File: src/rtl/ps2_host_tx.sv
// Host-to-device PS/2 command transmitter: inhibit, request-to-send, 11-bit frame, device ACK check.
// Optional automatic retry of NACK / transfer-timeout failures is enabled by defining PS2_TX_RETRY_EN.
module ps2_host_tx #(
  parameter int CLK_FREQ_HZ      = 74_250_000,
  parameter int INHIBIT_US       = 100,
  parameter int SETUP_US         = 5,
  parameter int START_TIMEOUT_US = 15000,
  parameter int XFER_TIMEOUT_US  = 2000,
  parameter int MAX_RETRIES      = 2
) (
  input  logic       clk_in,
  input  logic       rst_in,
  input  logic       tx_valid_in,
  input  logic [7:0] tx_data_in,
  output logic       tx_ready_out,
  input  logic       ps2_clk_in,
  input  logic       ps2_data_in,
  output logic       ps2_clk_oe,
  output logic       ps2_data_oe,
  output logic       busy_out,
  output logic       done_out,
  output logic       err_out,
  output logic [1:0] err_code_out
);

  // state     | meaning
  // S_IDLE    | ready for a byte, lines released
  // S_INHIBIT | clock held low
  // S_REQUEST | clock and data held low (start bit)
  // S_SHIFT   | device clocks the frame, host drives bits on falls
  // S_WAIT_IDLE | ACK seen, wait for both lines high
  // S_DONE / S_ERR | one-cycle result pulse, lines released
  typedef enum logic [2:0] {
    S_IDLE, S_INHIBIT, S_REQUEST, S_SHIFT, S_WAIT_IDLE, S_DONE, S_ERR
  } state_t;

  localparam int C_PER_US = CLK_FREQ_HZ / 1_000_000;
  localparam int C_INH    = C_PER_US * INHIBIT_US;
  localparam int C_SET    = C_PER_US * SETUP_US;
  localparam int C_START  = C_PER_US * START_TIMEOUT_US;
  localparam int C_XFER   = C_PER_US * XFER_TIMEOUT_US;
  localparam int C_MAX_A  = (C_INH > C_SET) ? C_INH : C_SET;
  localparam int C_MAX_B  = (C_START > C_XFER) ? C_START : C_XFER;
  localparam int C_MAX    = (C_MAX_A > C_MAX_B) ? C_MAX_A : C_MAX_B;
  localparam int CW       = $clog2(C_MAX);
  localparam int RW       = (MAX_RETRIES < 1) ? 1 : $clog2(MAX_RETRIES + 1);

`ifdef PS2_TX_RETRY_EN
  localparam bit RETRY_EN = 1'b1;
`else
  localparam bit RETRY_EN = 1'b0;
`endif

  localparam logic [1:0] E_START = 2'b01;
  localparam logic [1:0] E_XFER  = 2'b10;
  localparam logic [1:0] E_NACK  = 2'b11;

  state_t          r_state, w_state_nxt;
  logic [1:0]      r_clk_sync, r_data_sync;
  logic            r_clk_prev;
  logic [CW-1:0]   r_cnt;
  logic [3:0]      r_n;
  logic [7:0]      r_byte, r_shreg;
  logic            r_par;
  logic            r_data_oe;
  logic [1:0]      r_err_code;
  logic [RW-1:0]   r_retry;

  logic            w_clk_s, w_data_s, w_fall, w_tc, w_accept;
  logic [3:0]      w_n_nxt;
  logic            w_fail, w_retry;
  logic [1:0]      w_fail_code;

  assign w_clk_s  = r_clk_sync[1];
  assign w_data_s = r_data_sync[1];
  assign w_fall   = r_clk_prev & ~w_clk_s;
  assign w_tc     = (r_cnt == '0);
  assign w_accept = tx_valid_in & (r_state == S_IDLE);
  assign w_n_nxt  = r_n + 4'd1;

  always_ff @(posedge clk_in) begin
    if (rst_in) r_state <= S_IDLE;
    else        r_state <= w_state_nxt;
  end

  always_comb begin
    w_state_nxt = r_state;
    w_fail      = 1'b0;
    w_fail_code = 2'b00;
    w_retry     = 1'b0;
    case (r_state)
      S_IDLE:      if (w_accept) w_state_nxt = S_INHIBIT;
      S_INHIBIT:   if (w_tc) w_state_nxt = S_REQUEST;
      S_REQUEST:   if (w_tc) w_state_nxt = S_SHIFT;
      S_SHIFT: begin
        // a fall in the same cycle as counter expiry takes priority
        if (w_fall) begin
          if (w_n_nxt == 4'd11) begin
            if (w_data_s) begin
              w_fail      = 1'b1;
              w_fail_code = E_NACK;
            end else begin
              w_state_nxt = S_WAIT_IDLE;
            end
          end
        end else if (w_tc) begin
          w_fail      = 1'b1;
          w_fail_code = (r_n == 4'd0) ? E_START : E_XFER;
        end
        w_retry = RETRY_EN && (w_fail_code != E_START) && (r_retry < RW'(MAX_RETRIES));
        if (w_fail) w_state_nxt = w_retry ? S_INHIBIT : S_ERR;
      end
      S_WAIT_IDLE: if (w_clk_s & w_data_s) w_state_nxt = S_DONE;
      S_DONE:      w_state_nxt = S_IDLE;
      S_ERR:       w_state_nxt = S_IDLE;
      default:     w_state_nxt = S_IDLE;
    endcase
  end

  always_ff @(posedge clk_in) begin
    if (rst_in) begin
      r_clk_sync  <= 2'b11;
      r_data_sync <= 2'b11;
      r_clk_prev  <= 1'b1;
      r_cnt       <= '0;
      r_n         <= 4'd0;
      r_byte      <= 8'h00;
      r_shreg     <= 8'h00;
      r_par       <= 1'b0;
      r_data_oe   <= 1'b0;
      r_err_code  <= 2'b00;
      r_retry     <= '0;
    end else begin
      r_clk_sync  <= {r_clk_sync[0], ps2_clk_in};
      r_data_sync <= {r_data_sync[0], ps2_data_in};
      r_clk_prev  <= w_clk_s;
      case (r_state)
        S_IDLE: if (w_accept) begin
          r_byte     <= tx_data_in;
          r_shreg    <= tx_data_in;
          r_par      <= ~^tx_data_in;
          r_cnt      <= CW'(C_INH - 1);
          r_retry    <= '0;
          r_err_code <= 2'b00;
        end
        S_INHIBIT: r_cnt <= w_tc ? CW'(C_SET - 1) : r_cnt - 1'b1;
        S_REQUEST: begin
          if (w_tc) begin
            r_cnt     <= CW'(C_START - 1);
            r_n       <= 4'd0;
            r_data_oe <= 1'b1;
          end else begin
            r_cnt <= r_cnt - 1'b1;
          end
        end
        S_SHIFT: begin
          if (w_fall) begin
            r_n <= w_n_nxt;
            if (r_n == 4'd0)  r_cnt <= CW'(C_XFER - 1);
            else if (!w_tc)   r_cnt <= r_cnt - 1'b1;
            if (w_n_nxt <= 4'd8) begin
              r_data_oe <= ~r_shreg[0];
              r_shreg   <= {1'b0, r_shreg[7:1]};
            end else if (w_n_nxt == 4'd9) begin
              r_data_oe <= ~r_par;
            end else if (w_n_nxt == 4'd10) begin
              r_data_oe <= 1'b0;
            end
          end else if (!w_tc) begin
            r_cnt <= r_cnt - 1'b1;
          end
          if (w_fail) begin
            r_data_oe <= 1'b0;
            if (w_retry) begin
              r_retry <= r_retry + 1'b1;
              r_shreg <= r_byte;
              r_cnt   <= CW'(C_INH - 1);
            end else begin
              r_err_code <= w_fail_code;
            end
          end
        end
        default: ;
      endcase
    end
  end

  always_comb begin
    ps2_clk_oe   = (r_state == S_INHIBIT) || (r_state == S_REQUEST);
    ps2_data_oe  = (r_state == S_REQUEST) || ((r_state == S_SHIFT) && r_data_oe);
    busy_out     = (r_state != S_IDLE);
    tx_ready_out = (r_state == S_IDLE);
    done_out     = (r_state == S_DONE);
    err_out      = (r_state == S_ERR);
    err_code_out = r_err_code;
  end

endmodule

File: config.mk
export PLATFORM = sky130hd
export DESIGN_NAME = ps2_host_tx
export DESIGN_NICKNAME = d
export VERILOG_FILES = /design/src/rtl/ps2_host_tx.sv
export SDC_FILE = /design/constraint.sdc
export NUM_CORES = 1
export LEC_CHECK = 0
export CORE_AREA = 2 2 86 88
export CTS_CLUSTER_SIZE = 40
export DETAILED_ROUTE_END_ITERATION = 8
export DIE_AREA = 0 0 88 90
export MAX_ROUTING_LAYER = met4
export PLACE_DENSITY = 0.6
export SYNTH_ARGS = -nofsm -noshare
export SYNTH_HDL_FRONTEND = slang
export SYNTH_SLANG_ARGS = --single-unit
File: constraint.sdc
create_clock -name clk_in -period 3.92 [get_ports clk_in]
set_clock_uncertainty 0.15 [all_clocks]
set_input_delay 0.784 -clock clk_in [delete_from_list [all_inputs] [get_ports clk_in]]
set_output_delay 0.784 -clock clk_in [all_outputs]
set_load 0.005 [all_outputs]
==> metrics <==
n_diodes 0; Setup crit start r_state[1]; Syn-to-layout area delta 15.28%; commonest non-fill, non-tap cells in the layout dfxtp_1, nand2_1, nor2_1; post-synthesis sequential area ratio 0.3333; CP Max Fanout 14; Min-Delay Path Class register to register; share of cells above drive strength 1 0.08992; portion of netlist area occupied by mux cells 0.01111; largest net degree at the start of global routing 21; initial drt markers between 200 and 250; slew margin rel. 0.3711; first-pass iteration count of the detailed router 5; Starting Density 0.3850; Hold Violations, Final 0; Post-Synth XOR/XNOR Area 0.05185; Final period util 0.7560; CTS clk-pin slew, worst paths around 90 ps; Yosys cell types between 50 and 60; # H-tree levels 2; Post-CTS Repair Setup Buffers 0; Synth Area in Adders 0.04167; Synth Register Bits 45; largest family of logic cells by synthesized area simple AND/OR/NAND/NOR gates; Clock Tree Buf Depth 2; Synth Area in Compound Gates 0.2435; post-CTS sizing 0; Cell Rows 31; Cell Pwr Density slightly above 700 nW/µm²; max layer used met4; CTS Root Cell clkbuf_8; Period minus WS final ~3000 ps; Total Wirelength roughly 7200 µm; WL/cell 15.43 µm; Post-Syn Area between 2000 and 3000 µm²; I/O pin count 21; met2 routed WL ~3400 µm; Cells after Synth 350; final setup TNS 0 ps; DRC errors left 0; ys async rst share 0; Leak Pwr between 1 and 1.5 nW; slowest cell delay on critical path between 600 and 700 ps; via count around 2.6k; Hold Path Origin r_clk_sync[0]; Slowest cell on crit path dfxtp_1; antenna violations before repair 0; Design Power around 2.2 mW; gr usage total 0.1944; vias in the first global route 2473; Tightest Pin Transition approximately 940 ps; total CTS buffers 5; Clock Latency Late Sink just over 300 ps; DP Wirelength between 5000 and 6000 µm; Synth Area in Simple Gates 0.2708; nets@finish slightly below 400; Max Cap Viol 0; Main synth FF type dfxtp_1; GRT overflow 0; Buf/Inv on CP 1; CTS tree done; area of the core 7020 µm²; die area between 7000 and 8000 µm²; total clock sinks between 40 and 50; critical path type register to primary output; Post-DRT Antenna Nets 0; critical-path cell list xnor2_1 -> nor2_1 -> clkdlybuf4s50_1; Avg Synthesized Cell Area 7.722 µm²; met3 wire len around 320 µm; Worst Path Required approximately 3000 ps; first-pass GRT wire length ~12000 µm; R2R Path Start r_cnt[4]; Worst Hold Slack about 270 ps; synth warn 0; Die Span Y approximately 90 µm; critical path startpoint category register; commonest non-fill, non-tap cell in the layout dfxtp_1; die width approximately 88 µm; Post-synth EDFFs 0; routability cong. between 0.9 and 1; Final setup viols 0; CP Capture Type primary output; delay-heaviest family, CP flip-flops; status finished clean; Via density roughly 5.6; largest vdd supply drop 219.6 µV; Pins Over Slew Limit 0; filler cell count ~720; syn_nets between 300 and 400; WP data arrival 2030 ps; Hold Buf Count CTS 0; Max Fclk 337.5 MHz; I/O Buffers 20; unrepaired setup endpoints after global routing false; wl on met1 around 3400 µm
[kinds of logic after synthesis]
logic type | count (synthesis)
multiplexers | 3
adder cells (fa/ha/maj) | 9
AO/OA/AOI/OAI | 100
buffers and inverters | 30
XOR/XNOR | 16
flip-flops | 45
AND/OR/NAND/NOR | 147
[power breakdown]
group	total [mW]	leakage [nW]	internal, mW	switching (mW)
Combinational	1.12	0.693	0.464	0.653
Sequential	0.708	0.369	0.567	0.141
Clock	0.383	0.0574	0.208	0.175
[final timing paths]
check / endpoint / slack [ps] / depth (start not counted)
worst min-delay path: r_clk_sync[1] / 270 / 1
worst max register to register: r_cnt[5] / 1000 / 7
worst min register to register: r_clk_sync[1] / 270 / 1
worst max-delay path: ps2_clk_oe / 960 / 3
[synthesized netlist by cell type (all sizes together) (3+ instances only)]
cell type / count / area (µm²)
a31oi: 6 / 37.54
ha: 9 / 112.6
or4: 5 / 41.29
nor3: 13 / 76.33
xor2: 5 / 43.79
a221oi: 3 / 26.28
a311oi: 10 / 87.58
o21a: 3 / 22.52
or3: 5 / 31.28
clkbuf: 15 / 56.30
dfxtp: 45 / 900.9
nand2: 42 / 157.7
nand3b: 3 / 22.52
nor4: 6 / 43.79
a21oi: 24 / 123.9
o211ai: 3 / 22.52
xnor2: 11 / 96.34
o21ai: 29 / 145.1
nand3: 12 / 60.06
nor2: 37 / 138.9
inv: 12 / 45.04
buf: 3 / 27.52
o31ai: 3 / 22.52
nand2b: 5 / 31.28
or2: 9 / 56.31
mux2i: 3 / 30.03
[flip-flops by register name, summed over array words and instances, names as in the netlist]
| name | count |
|---|---|
| r_n | 4 |
| r_state | 3 |
| r_par | 1 |
| r_clk_prev | 1 |
| r_clk_sync | 2 |
| r_data_sync | 2 |
| err_code_out | 2 |
| r_shreg | 8 |
| r_cnt | 21 |
| r_data_oe | 1 |
[cell type report]
class / count / area [µm²] / area share
clock inverters: 2 / 37.54 / 0.01205
multi-input cells: 275 / 1673 / 0.5369
well taps: 99 / 123.9 / 0.03976
inverters: 12 / 45.04 / 0.01446
repair buffers: 27 / 252.7 / 0.08112
flip-flops and latches: 45 / 900.9 / 0.2892
clock buffers: 6 / 82.58 / 0.02651
[worst reg2reg max path, stage by stage, from the launching register on]
cell and delay (ps):
dfxtp_1 380, or4_4 570, or2_1 310, nor3_4 430, inv_2 250, o21ai_0 370, a21oi_1 90, o221a_2 260
[per-layer routing]
layer	GRT usage	up-vias
met1	0.2616	1208
met5	-	-
met2	0.2898	70
met4	0.07949	0
met3	0.02938	15
li1	-	1301
[metrics by stage]
| stage | area [µm²] | utilization | cells | setup WS, ps |
|---|---|---|---|---|
| after CTS | 3115 | 0.4438 | 466 | 970.9 |
| after global placement | 2995 | 0.4267 | 458 | 1080 |
| after detailed placement | 2995 | 0.4267 | 458 | 1062 |
| final | 3115 | 0.4438 | 466 | 956.6 |
| after global routing | 3115 | 0.4438 | 466 | 839.1 |
| after floorplan | 2703 | - | 350 | 1371 |
Power figures use the tool's default switching activity.
==> RTL edit, RTL diff (config.mk and constraints unchanged) <==
Add a define of `PS2_TX_RETRY_EN`.
--- a/src/rtl/ps2_host_tx.sv
+++ b/src/rtl/ps2_host_tx.sv
@@ -1,5 +1,7 @@
 // Host-to-device PS/2 command transmitter: inhibit, request-to-send, 11-bit frame, device ACK check.
 // Optional automatic retry of NACK / transfer-timeout failures is enabled by defining PS2_TX_RETRY_EN.
+`define PS2_TX_RETRY_EN
+
 module ps2_host_tx #(
   parameter int CLK_FREQ_HZ      = 74_250_000,
   parameter int INHIBIT_US       = 100,
Function: no difference found for any inputs over 10 cycles, from zero or initial values and one cycle with rst_in high; that may be too few to reach the edited logic, so the function may still have changed.
==> RTL edit against the unedited design <==
Area after synthesis is 25% higher; routed wire length is 25% higher; synthesized cell count up 27%; design area up 21%; worst setup slack got worse by 0.16 ns; utilization increased by 9.2 points; first-iteration DRC count is 31% lower; sequential cell count is 10 higher.
Power is not compared: it rests on default switching activity, and its combinational part moved more than twofold at a synthesized area within 25%.
==> RTL edit: results (changes against the unedited design) <==
Parameter                              Value

Outcome
  Outcome ... finished clean

Logic synthesis
  Number of distinct library cells after synthesis ... 59 (+7.3%)
  Largest cells by area after synthesis ... sky130_fd_sc_hd__dfxtp_1 33%, sky130_fd_sc_hd__nand2_1 6.6%, sky130_fd_sc_hd__a21oi_1 6.5%
  Synthesized instance count ... 445 (+27%)
  Synthesized net count ... 467 (+26%)
  Most instantiated cells after synthesis ... 59 x sky130_fd_sc_hd__nand2_1, 55 x sky130_fd_sc_hd__dfxtp_1, 49 x sky130_fd_sc_hd__nor2_1
  Portion of the post-synthesis area used by sequential elements ... 32.63% (-0.70 points)
  Number of warnings printed during yosys synthesis ... 0 (unchanged)

Power and ir drop
  Seq group ... 0.655 mW
  Net switching power ... 0.5142 mW

Detailed routing
  Length of the first detailed-routing pass in iterations ... 6 (+1)
  Iteration-0 DRC count of the detailed router ... 165 (-31%)
  Total number of vias ... 3242 (+25%)
  Vias per inst ... 5.841 (+4.9%)
  Routed Wire Length ... 8.972 mm (+25%)

Worst hold path
  Class of the tightest hold or removal check ... flop to flop

Placement
  DP Wirelength ... 6.352 mm (+23%)
  Minimum setup slack after placement ... 1.135 ns (+0.07358 ns)
  Port bufs ... 20 (unchanged)
  Final GP Congestion ... 0.9605 (+1.1%)
  Placed standard-cell area ... 3652 µm² (+22%)
  Post-placement cell count ... 547 (+19%)

Global routing
  Initial antenna violation count ... 0 (unchanged)
  Global-route wire length before repair ... 15.11 mm (+27%)
  Pin count of the biggest net entering global routing ... 32 (+52%)
  Via count of the first global-routing pass ... 3041 (+23%)
  Overall global routing resource usage ... 24.50% (+5.1 points)

Cells and area
  Top flop regs ... r_cnt x21, r_byte x8, r_shreg x8
  Net total in the final layout ... 477 (+23%)
  Share of post-route cells with drive strength above 1 ... 8.553% (-0.44 points)
  Antenna fix cells ... 0 (unchanged)

Timing
  Worst rel slew slack ... 45.50% (+8.4 points)
  Time the worst path needs with I/O delays and setup ... 3.125 ns (+0.1614 ns)

CTS
  Post-cts resize count ... 0 (unchanged)
  Register clock-pin slew on the reported worst setup and hold paths ... 0.10 ns
  Clock root buffer ... sky130_fd_sc_hd__clkbuf_8
  H-tree depth reported by CTS ... 2 (unchanged)
  Clk_lat worst skew ... 0.32 ns
  Bufs on Longest Clock Path ... 2 (unchanged)
  Post-CTS setup buffer count ... 0 (unchanged)

Worst setup path
  Maximum net fanout on the critical path ... 9 (-5)
  Data arrival, critical path ... 2.19 ns (+0.16 ns)
RTL edit: changes by cell type after synthesis, sizes merged, moves of 6 or more:
cell / before / now
dfxtp: 45 / 55
o211ai: 3 / 9
a21oi: 24 / 45
a311oi: 10 / 2
nand4: 0 / 7
clkbuf: 15 / 22
a221o: 0 / 8
nor2: 37 / 49
a211oi: 2 / 9
nand2: 42 / 61
RTL edit: layout make-up:
type                            count  area [µm²]
Fill cell                         707        3256
Multi-Input combinational cell    351        2116
Sequential cell                    55        1101
Timing Repair Buffer               29       262.8
Tap cell                           99       123.9
Clock buffer                        5       68.82
Inverter                           13       48.80
Clock inverter                      3       43.79
RTL edit: critical path: stages (launching register included):
cell and delay (ns):
sky130_fd_sc_hd__dfxtp_1 0.49, sky130_fd_sc_hd__nor2b_1 0.61, sky130_fd_sc_hd__a21boi_0 0.26, sky130_fd_sc_hd__clkdlybuf4s50_1 0.53
RTL edit: final timing paths:
path | startpoint | to | slack [ns] | cells after the start
worst min-delay path | r_clk_sync[0] | r_clk_sync[1] | 0.27 | 1
worst min register to register | r_clk_sync[0] | r_clk_sync[1] | 0.27 | 1
worst max-delay path | r_state[1] | ps2_data_oe | 0.80 | 3
worst max register to register | r_cnt[4] | r_cnt[12] | 1.09 | 7
RTL edit: cell families after synthesis:
kind of cell | after synthesis | synth area share (%)
buffers and inverters | 39 | 4.672
DFF | 55 | 32.63
adders and majority gates | 9 | 3.337
AOI/OAI and AO/OA | 134 | 26.36
xor gates and xnor gates | 20 | 5.191
and+or+nand+nor | 188 | 27.81
RTL edit: routing by layer:
metal	global-route usage [%]	up-vias	wire (µm)
met1	33.48	1506	4200
met4	8.718	0	211
li1	-	1627	-
met3	3.030	21	382
met2	37.06	88	4177
met5	-	-	0
